--- src/rtl/ps2_kb_receiver.sv ---
// PS/2 keyboard receiver: pin synchronisation, clock deglitch filter,
// 11-bit frame deserialiser, E0/F0 prefix folding and scancode FIFO.
module ps2_kb_receiver #(
   parameter int FIFO_AW    = 3,
   parameter int FILTER_LEN = 8,
   parameter int TIMEOUT    = 100000
) (
   input  logic        clk,
   input  logic        reset,
   input  logic        ps2_clk_in,
   input  logic        ps2_data_in,
   input  logic        kb_ack,
   output logic [15:0] kb_data,
   output logic        kb_ready,
   output logic        kb_overflow,
   output logic [7:0]  kb_err_count,
   output logic        kb_busy
);

   localparam int DEPTH = 1 << FIFO_AW;
   localparam int TO_W  = $clog2(TIMEOUT + 1);
   localparam logic [7:0]      FILT_MAX = 8'(FILTER_LEN - 1);
   localparam logic [TO_W-1:0] TO_MAX   = TO_W'(TIMEOUT - 1);

   typedef enum logic [1:0] {S_IDLE, S_DATA, S_PARITY, S_STOP} state_t;

   logic            clk_s1_q, clk_s2_q, data_s1_q, data_s2_q;
   logic [7:0]      filt_cnt_q;
   logic            filt_clk_q, filt_prev_q;
   logic            ev;
   state_t          state_q, state_d;
   logic [2:0]      bitcnt_q;
   logic [7:0]      shreg_q;
   logic            par_q;
   logic [TO_W-1:0] to_cnt_q;
   logic            to_hit;
   logic            frm_vld_q, frm_good_q;
   logic [7:0]      frm_byte_q;
   logic            ext_q, brk_q;
   logic            push, frm_bad;
   logic [15:0]     mem_q [DEPTH];
   logic [FIFO_AW:0] wr_ptr_q, rd_ptr_q, wr_ptr_d, rd_ptr_d;
   logic            empty, full, pop, wr_en;
   logic [15:0]     wdata, head_d;
   logic [15:0]     kb_data_q;
   logic            kb_ready_q, kb_ovf_q;
   logic [7:0]      err_q;

   // Two-flop synchronisers; the clock pin idles high so its flops reset high
   always_ff @(posedge clk) begin
      if (reset) begin
         clk_s1_q <= 1'b1;
         clk_s2_q <= 1'b1;
      end else begin
         clk_s1_q <= ps2_clk_in;
         clk_s2_q <= clk_s1_q;
      end
      data_s1_q <= ps2_data_in;
      data_s2_q <= data_s1_q;
   end

   // Deglitch: filtered clock follows the synced clock only after FILTER_LEN equal differing samples
   always_ff @(posedge clk) begin
      if (reset) begin
         filt_cnt_q  <= '0;
         filt_clk_q  <= 1'b1;
         filt_prev_q <= 1'b1;
      end else begin
         filt_prev_q <= filt_clk_q;
         if (clk_s2_q == filt_clk_q) begin
            filt_cnt_q <= '0;
         end else if (filt_cnt_q == FILT_MAX) begin
            filt_clk_q <= clk_s2_q;
            filt_cnt_q <= '0;
         end else begin
            filt_cnt_q <= filt_cnt_q + 8'd1;
         end
      end
   end

   assign ev     = filt_prev_q & ~filt_clk_q;
   assign to_hit = (state_q != S_IDLE) && !ev && (to_cnt_q == TO_MAX);

   // Inactivity watchdog, restarted on every sample event and held clear in IDLE
   always_ff @(posedge clk) begin
      if (reset || state_q == S_IDLE || ev || to_hit) to_cnt_q <= '0;
      else                                            to_cnt_q <= to_cnt_q + 1'b1;
   end

   // FSM state register
   always_ff @(posedge clk) begin
      if (reset) state_q <= S_IDLE;
      else       state_q <= state_d;
   end

   // FSM next-state: one transition per filtered falling edge, watchdog forces IDLE
   always_comb begin
      state_d = state_q;
      case (state_q)
         S_IDLE:   if (ev && !data_s2_q) state_d = S_DATA;
         S_DATA:   if (ev && bitcnt_q == 3'd7) state_d = S_PARITY;
         S_PARITY: if (ev) state_d = S_STOP;
         S_STOP:   if (ev) state_d = S_IDLE;
      endcase
      if (to_hit) state_d = S_IDLE;
   end

   // FSM outputs
   always_comb begin
      kb_busy = (state_q != S_IDLE);
   end

   // Bit capture: data bits LSB first, then parity
   always_ff @(posedge clk) begin
      if (ev) begin
         case (state_q)
            S_IDLE: bitcnt_q <= 3'd0;
            S_DATA: begin
               shreg_q[bitcnt_q] <= data_s2_q;
               bitcnt_q          <= bitcnt_q + 3'd1;
            end
            S_PARITY: par_q <= data_s2_q;
            default: ;
         endcase
      end
   end

   // Frame-complete strobe, one cycle after the stop-bit event
   always_ff @(posedge clk) begin
      if (reset) frm_vld_q <= 1'b0;
      else       frm_vld_q <= ev && (state_q == S_STOP);
   end

   // Frame verdict: stop bit high and odd parity over data plus parity bit
   always_ff @(posedge clk) begin
      if (ev && state_q == S_STOP) begin
         frm_good_q <= data_s2_q & (^{shreg_q, par_q});
         frm_byte_q <= shreg_q;
      end
   end

   assign frm_bad = frm_vld_q & ~frm_good_q;
   assign push    = frm_vld_q & frm_good_q & (frm_byte_q != 8'hE0) & (frm_byte_q != 8'hF0);
   assign wdata   = {6'b0, brk_q, ext_q, frm_byte_q};

   // Prefix flags: E0/F0 arm a flag, any pushed byte or error clears both
   always_ff @(posedge clk) begin
      if (reset || to_hit || frm_bad) begin
         ext_q <= 1'b0;
         brk_q <= 1'b0;
      end else if (frm_vld_q) begin
         if (frm_byte_q == 8'hE0)      ext_q <= 1'b1;
         else if (frm_byte_q == 8'hF0) brk_q <= 1'b1;
         else begin
            ext_q <= 1'b0;
            brk_q <= 1'b0;
         end
      end
   end

   // Saturating error counter
   always_ff @(posedge clk) begin
      if (reset)                                err_q <= '0;
      else if ((to_hit || frm_bad) && err_q != 8'hFF) err_q <= err_q + 8'd1;
   end

   assign empty    = (wr_ptr_q == rd_ptr_q);
   assign full     = (wr_ptr_q[FIFO_AW] != rd_ptr_q[FIFO_AW]) &&
                     (wr_ptr_q[FIFO_AW-1:0] == rd_ptr_q[FIFO_AW-1:0]);
   assign pop      = kb_ack & ~empty;
   assign wr_en    = push & (~full | pop);
   assign wr_ptr_d = wr_ptr_q + {{FIFO_AW{1'b0}}, wr_en};
   assign rd_ptr_d = rd_ptr_q + {{FIFO_AW{1'b0}}, pop};

   // Next head entry, bypassing the write when it lands in the new head slot
   always_comb begin
      head_d = mem_q[rd_ptr_d[FIFO_AW-1:0]];
      if (wr_en && wr_ptr_q[FIFO_AW-1:0] == rd_ptr_d[FIFO_AW-1:0]) head_d = wdata;
      if (wr_ptr_d == rd_ptr_d) head_d = '0;
   end

   // FIFO storage
   always_ff @(posedge clk) begin
      if (wr_en) mem_q[wr_ptr_q[FIFO_AW-1:0]] <= wdata;
   end

   // FIFO pointers, registered head/ready outputs and sticky overflow
   always_ff @(posedge clk) begin
      if (reset) begin
         wr_ptr_q   <= '0;
         rd_ptr_q   <= '0;
         kb_data_q  <= '0;
         kb_ready_q <= 1'b0;
         kb_ovf_q   <= 1'b0;
      end else begin
         wr_ptr_q   <= wr_ptr_d;
         rd_ptr_q   <= rd_ptr_d;
         kb_data_q  <= head_d;
         kb_ready_q <= (wr_ptr_d != rd_ptr_d);
         if (push && full && !pop) kb_ovf_q <= 1'b1;
      end
   end

   assign kb_data      = kb_data_q;
   assign kb_ready     = kb_ready_q;
   assign kb_overflow  = kb_ovf_q;
   assign kb_err_count = err_q;

endmodule

--- config.mk ---
export PLATFORM = sky130hd
export DESIGN_NAME = ps2_kb_receiver
export DESIGN_NICKNAME = d
export VERILOG_FILES = /design/src/rtl/ps2_kb_receiver.sv
export SDC_FILE = /design/constraint.sdc
export NUM_CORES = 1
export LEC_CHECK = 0
export BUFFER_PORTS_ARGS = -buffer_cell sky130_fd_sc_hd__buf_2
export CELL_PAD_IN_SITES_DETAIL_PLACEMENT = 2
export CELL_PAD_IN_SITES_GLOBAL_PLACEMENT = 2
export CORE_ASPECT_RATIO = 1.2
export CORE_UTILIZATION = 35
export DETAILED_ROUTE_END_ITERATION = 6
export MAX_ROUTING_LAYER = met4
export PLACE_DENSITY_LB_ADDON = 0.05
export SETUP_SLACK_MARGIN = 0.02
export SKIP_CTS_REPAIR_TIMING = 1
export SYNTH_ARGS = -nofsm -noshare
export SYNTH_HDL_FRONTEND = slang
export SYNTH_SLANG_ARGS = --single-unit
--- constraint.sdc ---
create_clock -name clk -period 3.7 [get_ports clk]
set_clock_uncertainty 0.15 [all_clocks]
set_input_delay 0.74 -clock clk [delete_from_list [all_inputs] [get_ports clk]]
set_output_delay 0.74 -clock clk [all_outputs]
set_load 0.01 [all_outputs]
Word-level counts from Yosys, hierarchy flattened
Memories as Yosys holds them, arrays and structs flattened. A register that Yosys moved wholly into a read port is not among the register bits.
Index checks and enable logic that the tools add are counted.
{"block": "op_classes", "add_sub_neg": 6, "order_cmp": 2, "n_eq_ne": 23, "mux": 14, "n_bitwise": 15, "reduce_logical": 35}
{"cell": "8-bit inequality test, second input constant", "count": 3}
{"cell": "17-bit by 1-bit adder with 17-bit output, second input constant", "count": 1}
{"cell": "17-bit == test, second input constant", "count": 1}
{"cell": "8-bit by 1-bit adder with 8-bit output, second input constant", "count": 2}
{"cell": "8-bit == test, second input constant", "count": 2}
{"cell": "2-bit AND reduction", "count": 6}
{"cell": "1-bit logical AND", "count": 11}
{"cell": "9-bit XOR reduction", "count": 1}
{"cell": "4-bit by 1-bit adder with 4-bit output", "count": 2}
{"cell": "1-bit bitwise AND", "count": 8}
{"cell": "8-bit bitwise mux", "count": 1}
{"cell": "4-bit == test", "count": 2}
{"cell": "8-bit by 3-bit == test with 1-bit output, second input constant", "count": 1}
{"cell": "2-bit 2-to-1 mux", "count": 4}
{"cell": "2-bit inequality test, second input constant", "count": 4}
{"cell": "2-bit case mux with 4 select lines", "count": 1}
{"cell": "3-bit == test", "count": 2}
{"cell": "1-bit logical OR", "count": 6}
{"cell": "1-bit 2-to-1 mux", "count": 6}
{"cell": "1-bit inverter", "count": 6}
{"cell": "3-bit case mux with 2 select lines", "count": 1}
{"cell": "3-bit OR reduction", "count": 2}
{"cell": "2-bit == test, second input constant", "count": 2}
{"cell": "3-bit by 4-bit < comparator with 1-bit output, second input constant", "count": 1}
{"cell": "15 further kinds", "count": 19}
{"block": "totals", "ff_bits": 81, "mem_bits_rw": 80, "input_bits": 5, "out_inout_bits": 27, "elab_cells": 119, "memories": 1}
{"memory": "mem_q", "depth": 8, "word_bits": 10, "read_ports": 1, "rd_clocked_by_memory_dff": 1, "wr": 1, "line": "41", "rtl": "logic [15:0] mem_q [DEPTH];"}

Depth between registers and ports, before layout
Gate-level depths: netlist of run 1.
{"block": "logic_depth", "word_depth": 8, "depth_mapped": 14, "depth_no_buf": 12}

Worst setup path before layout of run 1
Ideal clock, no wire load.
{"block": "synth_timing", "path_kind": "input to register", "startpoint": "input kb_ack", "endpoint": "register kb_data_q[2] (netlist: kb_data[2]), read port of mem_q", "setup_ns": 0.059, "arrival_time_ns": 2.796, "required_ns": 3.491, "path_slack_ns": 0.695, "stages": 11, "path_buffers": 2, "cell_sequence": "nand2_1 > a41oi_2 > clkbuf_1 > ha_1 > xor3_1 > a211oi_2 > o311a_1 > clkbuf_1 > nand2_1 > o31ai_1 > and2_1"}
{"block": "synth_via", "elab_chain_len": 6, "word_cells_on_any_way": 7, "classes_between": "add/sub (2); eq/ne (1); bitwise (3); reduce/logical (1)"}
{"item": "start, declared", "line": "12", "rtl": "input logic kb_ack,"}
{"item": "1-bit bitwise AND (*)", "line": "170", "rtl": "assign pop = kb_ack & ~empty;"}
{"item": "1-bit OR", "line": "171", "rtl": "assign wr_en = push & (~full | pop);"}
{"item": "1-bit bitwise AND", "line": "171"}
{"item": "4-bit by 1-bit adder with 4-bit output", "line": "172", "rtl": "assign wr_ptr_d = wr_ptr_q + {{FIFO_AW{1'b0}}, wr_en};"}
{"item": "4-bit == test", "line": "179", "rtl": "if (wr_ptr_d == rd_ptr_d) head_d = '0;"}
{"item": "2-bit OR reduction (no source line)"}
{"item": "end, declared", "line": "45", "rtl": "logic [15:0] kb_data_q;"}
Mark *: on every way between the ends. The rest lies on a longest branch, timed or not.
A chain may end at the register's enable or synchronous reset.

Worst setup path after layout of run 1
{"block": "layout_timing", "startpoint": "register rd_ptr_q[1]", "endpoint": "register kb_data_q[4] (netlist: kb_data[4]), read port of mem_q"}
{"block": "layout_via", "elab_chain_len": 8, "word_cells_on_any_way": 12, "classes_between": "add/sub (2); eq/ne (3); bitwise (5); reduce/logical (2)"}
{"item": "start, declared", "line": "42", "rtl": "logic [FIFO_AW:0] wr_ptr_q, rd_ptr_q, wr_ptr_d, rd_ptr_d;"}
{"item": "start signal, assigned", "line": "197", "rtl": "rd_ptr_q <= rd_ptr_d;"}
{"item": "4-bit == test or 3-bit == test (tied branches)", "line": "167, 169"}
{"item": "1-bit inverter or 1-bit logical AND (tied branches)", "line": "170, 168"}
{"item": "1-bit bitwise AND or 1-bit inverter (tied branches)", "line": "170, 171"}
{"item": "1-bit OR", "line": "171"}
{"item": "1-bit bitwise AND", "line": "171"}
{"item": "4-bit by 1-bit adder with 4-bit output", "line": "172"}
{"item": "4-bit == test", "line": "179"}
{"item": "2-bit OR reduction (no source line)"}
Several ways; a longest one is shown, not always the timed one.

==> results of run 1 <==
## layout make-up
| cell class | count | share of cell area (%) |
|---|---|---|
| Clock buffer | 20 | 5.21 |
| Clock inverter | 12 | 1.50 |
| Inverter | 16 | 0.700 |
| Multi-Input combinational cell | 431 | 33.9 |
| Sequential cell | 165 | 50.3 |
| Tap cell | 270 | 3.94 |
| Timing Repair Buffer | 56 | 4.46 |
## flip-flops by register name, summed over array words and instances (netlist names), 2 cells and up
register      cells
bitcnt_q          3
filt_cnt_q        8
frm_byte_q        8
kb_data          10
kb_err_count      8
mem_q            80
rd_ptr_q          4
shreg_q           8
state_q           2
to_cnt_q         17
wr_ptr_q          4
## where the power goes
group	switching, mW	internal, mW	total, mW
clock network	0.721	1.01	1.73
registers	0.00230	1.93	1.93
logic	0.0159	0.00618	0.0221
## metal layers
layer | global-route usage [%] | wire (um)
met1 | 22.0 | 8210
met5 | - | 0
met3 | 3.77 | 419
met4 | 7.05 | 402
met2 | 35.6 | 10600
## critical path: stages (launching register included)
cell,delay (ns)
dfxtp_1,0.40
xnor2_2,0.33
nand2_1,0.09
nor4_1,0.46
nor2b_1,0.15
ha_1,0.23
ha_1,0.20
xnor2_1,0.25
xnor2_1,0.17
nand2_1,0.08
a31oi_1,0.29
a31oi_4,0.24
a21boi_2,0.23
## how the worst max path moves through the flow
stage,from,end,depth (start not counted)
after floorplan,kb_ack,kb_data[2],11
after global placement,kb_ack,kb_data[1],11
after detailed placement,kb_ack,kb_data[4],11
after CTS,rd_ptr_q[1],kb_data[4],12
after global routing,rd_ptr_q[1],kb_data[3],9
final,rd_ptr_q[1],kb_data[4],12
## per-stage QoR
| stage | setup slack (ns) | util (%) | instance area, um^2 | cells |
|---|---|---|---|---|
| after floorplan | 0.695 | - | 7440 | 646 |
| after global placement | 0.0113 | 38.2 | 7990 | 938 |
| after detailed placement | -0.262 | 38.2 | 7990 | 938 |
| after CTS | -0.181 | 41.0 | 8560 | 970 |
| after global routing | 0.120 | 41.1 | 8580 | 970 |
| final | 0.320 | 41.1 | 8580 | 970 |
## cells in the mapped netlist (all sizes together) (4+ instances only)
master / n
or2: 4
o211ai: 11
xor2: 27
a211o: 9
o21ai: 23
ha: 12
clkbuf: 15
nand2: 53
xnor2: 25
and3: 4
nand2b: 7
a21boi: 9
mux2i: 12
nor2b: 6
nand3b: 10
nand4: 15
edfxtp: 101
nor4: 6
nand3: 26
dfxtp: 64
buf: 19
a21oi: 18
inv: 16
nor2: 70
mux2: 11
and2: 8
nor3: 18
o2111ai: 9
## cell families (layout without fill, tap and decap cells)
logic type	Yosys count	in the layout	share of synthesized area, %
AO/OA/AOI/OAI	97	97	10.4
AND/OR/NAND/NOR	240	240	15.9
XOR/XNOR	53	53	6.96
multiplexers	23	23	3.29
buffers and inverters	50	104	3.22
adder cells (fa/ha/maj)	12	12	2.02
flip-flops	165	165	58.1
other	1	6	0.0505
==> results by group, run 1 <==
Detailed routing
  • Via density: 5.24
  • WL per Instance: 20.2 um
  • Vias: 5,086
  • DRT antenna net count: 0
  • DR pass1 iterations: 6
  • Initial DRC count: 239
  • DRC: 0
  • Final wirelength: 19,600 um

Setup path
  • Reg2Reg Depth: 12
  • Critical Path RT: 3.86 ns
  • CP Class: flip-flop to flip-flop
  • Max Fanout on Critical Path: 11
  • Worst R2R Start: rd_ptr_q[1]
  • Register-to-register setup slack: 0.32 ns
  • Critical Path Sink Type: flip-flop
  • Critical path data arrival time: 3.54 ns
  • Startpoint types: flip-flop
  • Worst reg2reg path endpoint: kb_data[4]

Floorplan
  • IO Pins: 32
  • Full die area: 21,800 um^2
  • Die height: 162 um
  • CORE AREA: 20,900 um^2
  • Site Rows: 58
  • Starting Density: 35.5%
  • Die width: 135 um

Yosys
  • Gate Count Post-Synth: 641
  • Sequential fraction of the synthesis area: 58.1%
  • Leading area contributor after synthesis: edfxtp_1
  • Post-synth ARST share: 0%
  • Syn_area_per_cell: 11.6 um^2
  • Synth unique cells: 61
  • Ys flop type: edfxtp_1
  • Synth warn: 0
  • Yosys reg bits: 165
  • Yosys top cell area share: 40.9%
  • Synthesized area: 7420 um^2
  • Post-synth EDFFs: 101
  • Area contributors post-synth: edfxtp_1, dfxtp_1, nor2_1

Timing
  • RSZ-0062 raised after global routing: false
  • Sum Neg Setup Slack: 0 ns
  • Max Transition Viols Final: 0
  • Relative slew slack: 34.1%
  • Period utilization: 91.3%
  • Hold slack final: 0.189 ns
  • Hold Fails Final Rpt: 0
  • Slew @ Worst Pin: 0.982 ns
  • Fmax: 296 MHz
  • Final setup vio count: 0
  • Final min period: 3.38 ns

Layout
  • Fillcell total: 2,175
  • Commonest non-fill, non-tap cell in the layout: edfxtp_1
  • Most frequent cells in the layout: edfxtp_1, nor2_1, dfxtp_1, nand2_1, buf_4
  • Sequential Area: 4310 um^2
  • ANT cells: 0
  • Nets: 704
  • Synthesis-to-finish area growth: 15.6%
  • Layout cells sized above 1: 18.1%
  • Multi-input gate area: 2910 um^2

Global route
  • First-pass GRT wire length: 31,400 um
  • Grt ovf: 0
  • All-Layer GR Usage: 19.9%
  • Largest net degree at the start of global routing: 31
  • Initial antenna violation count: 0
  • Number of global-route vias before repair: 5,646

Power
  • Max VDD drop: 273 uV
  • PwrDens: 430 nW/um^2
  • Total leakage power: 3.01 nW
  • Power Total: 3.69 mW

Clocking
  • Worst-path clk slew: 0.06 ns
  • CTS tree: built
  • H-Tree Depth: 4
  • CTS Buffer Depth: 2
  • TritonCTS buffer count: 17
  • Root buf cell: clkbuf_16
  • Worst-Skew Late Latency: 0.42 ns
  • Clock sink count: 165

Outcome
  • Outcome: complete, no violations

Hold path
  • Hold path startpoint: data_s1_q
  • Hold Path Sink: data_s2_q
  • Hold Crit Class: flip-flop to flip-flop
  • Worst Hold Depth: 0

Placed design
  • IO buf count: 25
  • Detailed Place HPWL: 13,700 um
  • Routability cong.: 0.792

Job
  • Max-Cap Viols: 0
(Power assumes the default switching activity.)
==> inputs of run 2 (changes only) <==
CAP_MARGIN = 25   (was unset)
CORE_UTILIZATION = 42   (was 35)
PLACE_DENSITY = 0.82   (was unset)
PLACE_DENSITY_LB_ADDON = unset   (was 0.05)
==> run 2 against run 1 <==
Clock power is 7% higher. Critical path depth unchanged. Design area decreased by 0.87%. Non-clock buffer count decreased by 2. Fmax down 3.8%. Critical path type unchanged.
==> results by group, run 2 (synthesis results as in run 1) <==
Setup path
  • Critical path data arrival time: 3.67 ns
  • Critical Path Sink Type: flip-flop
  • Startpoint types: flip-flop
  • CP Class: flip-flop to flip-flop
  • Family with the most delay on the worst path: compound AO/OA/AOI/OAI gates
  • Max Fanout on Critical Path: 10
  • CP peak stage delay: 0.56 ns
  • Buffers and inverters on the worst path: 1
  • Slowest CP cell: edfxtp_1
  • Crit-path cells: nand4b_1 > o211a_1 > nor2b_1 > ha_1 > ha_1 > xnor2_1 > xnor2_1 > nand2_1 > a31oi_1 > a31oi_1 > buf_4 > a21boi_2
  • Critical Path RT: 3.86 ns

Timing
  • Final min period: 3.51 ns
  • Period utilization: 94.9%
  • RSZ-0062 raised after global routing: false
  • Hold Fails Final Rpt: 0
  • Fmax: 285 MHz
  • Max Transition Viols Final: 0
  • Slew @ Worst Pin: 0.862 ns
  • Relative slew slack: 42.1%
  • Final setup vio count: 0
  • Worst setup margin: 0.188 ns

Layout
  • Post-route cell area: 8500 um^2
  • Sequential Area: 4310 um^2
  • Multi-input gate area: 2900 um^2
  • Most frequent cells in the layout: edfxtp_1, nor2_1, dfxtp_1, nand2_1, buf_4
  • Commonest non-fill, non-tap cell in the layout: edfxtp_1
  • ANT cells: 0
  • Layout cells sized above 1: 18.1%
  • Synthesis-to-finish area growth: 14.6%
  • Fillcell total: 1,701
  • Max reg flops: 80
  • Nets: 702
  • Final cell count without fillers: 914

Power
  • Sequential Power Share: 50.8%
  • Int Pwr: 3.06 mW
  • Logic gate share of total power: 0.6%
  • Switching share of total power: 19.7%
  • Clock network power share: 48.7%
  • PwrDens: 448 nW/um^2
  • Total leakage power: 3.03 nW
  • Sw power: 750 uW
  • Max VDD drop: 290 uV
  • Power Total: 3.81 mW

Floorplan
  • Starting Density: 43.5%
  • CORE AREA: 17,000 um^2
  • Die height: 148 um
  • Full die area: 18,200 um^2
  • Die width: 123 um
  • IO Pins: 32
  • Site Rows: 52

Detailed routing
  • DRC: 0
  • WL per Instance: 24.8 um
  • DRT antenna net count: 0
  • DR pass1 iterations: 4
  • Via density: 5.73
  • Initial DRC count: 235
  • Final wirelength: 22,700 um
  • Vias: 5,233

Global route
  • Initial antenna violation count: 0
  • Number of global-route vias before repair: 6,157
  • All-Layer GR Usage: 27.5%
  • Grt ovf: 0
  • Largest net degree at the start of global routing: 31
  • First-pass GRT wire length: 35,200 um

Placed design
  • Placed cell area: 7870 um^2
  • Routability cong.: 0.825
  • IO buf count: 25
  • Post-Place Cells: 881
  • Placement Setup Slack: -0.277 ns
  • Detailed Place HPWL: 14,600 um

Outcome
  • Outcome: complete, no violations

Clocking
  • H-Tree Depth: 4
  • TritonCTS buffer count: 17
  • Root buf cell: clkbuf_16
  • Worst-path clk slew: 0.06 ns
  • CTS Buffer Depth: 2
  • Worst-Skew Late Latency: 0.42 ns
  • Clock sink count: 165
  • CTS tree: built

Job
  • Max-Cap Viols: 0

Hold path
  • Hold Crit Class: flip-flop to flip-flop
run 2: power groups by stage:
| stage | Clock (mW) | Combinational, mW | Sequential (mW) |
|---|---|---|---|
| 3_3_place_gp | 0 | 0.0195 | 1.97 |
| 6_report | 1.85 | 0.0210 | 1.93 |
| 4_1_cts | 1.88 | 0.0208 | 1.93 |
| 3_5_place_dp | 0 | 0.0206 | 1.97 |
| 2_1_floorplan | 0 | 0.0175 | 1.97 |
| 5_1_grt | 1.94 | 0.0230 | 1.93 |
run 2: per-stage QoR:
step | util [%] | hold WS (ns) | TNS (ns)
floorplan | - | 0.160 | 0
global placement | 46.2 | 0.165 | 0
detailed placement | 46.2 | 0.168 | -2.68
CTS | 49.8 | 0.183 | -3.58
global route | 49.9 | 0.194 | 0
finish | 49.9 | 0.181 | 0
run 2: final timing paths:
kind / startpoint / endpoint / slack (ns) / depth (start not counted)
setup / recovery: frm_byte_q[3] / kb_data[9] / 0.19 / 12
hold / removal: data_s1_q / data_s2_q / 0.18 / 0
setup reg to reg: frm_byte_q[3] / kb_data[9] / 0.19 / 12
hold reg to reg: data_s1_q / data_s2_q / 0.18 / 0
run 2: metal layers:
metal  wire, um  track usage [%]  vias up
met5          0                -        -
li1           -                -     2399
met1       8180             27.7     2640
met4        669             11.7        0
met3        856             4.51       57
met2      13000             51.3      137
run 2: layout make-up:
class,count,area share (%)
Inverter,16,0.706
Clock buffer,22,5.58
Timing Repair Buffer,54,4.03
Multi-Input combinational cell,431,34.1
Tap cell,216,3.18
Clock inverter,10,1.68
Sequential cell,165,50.7
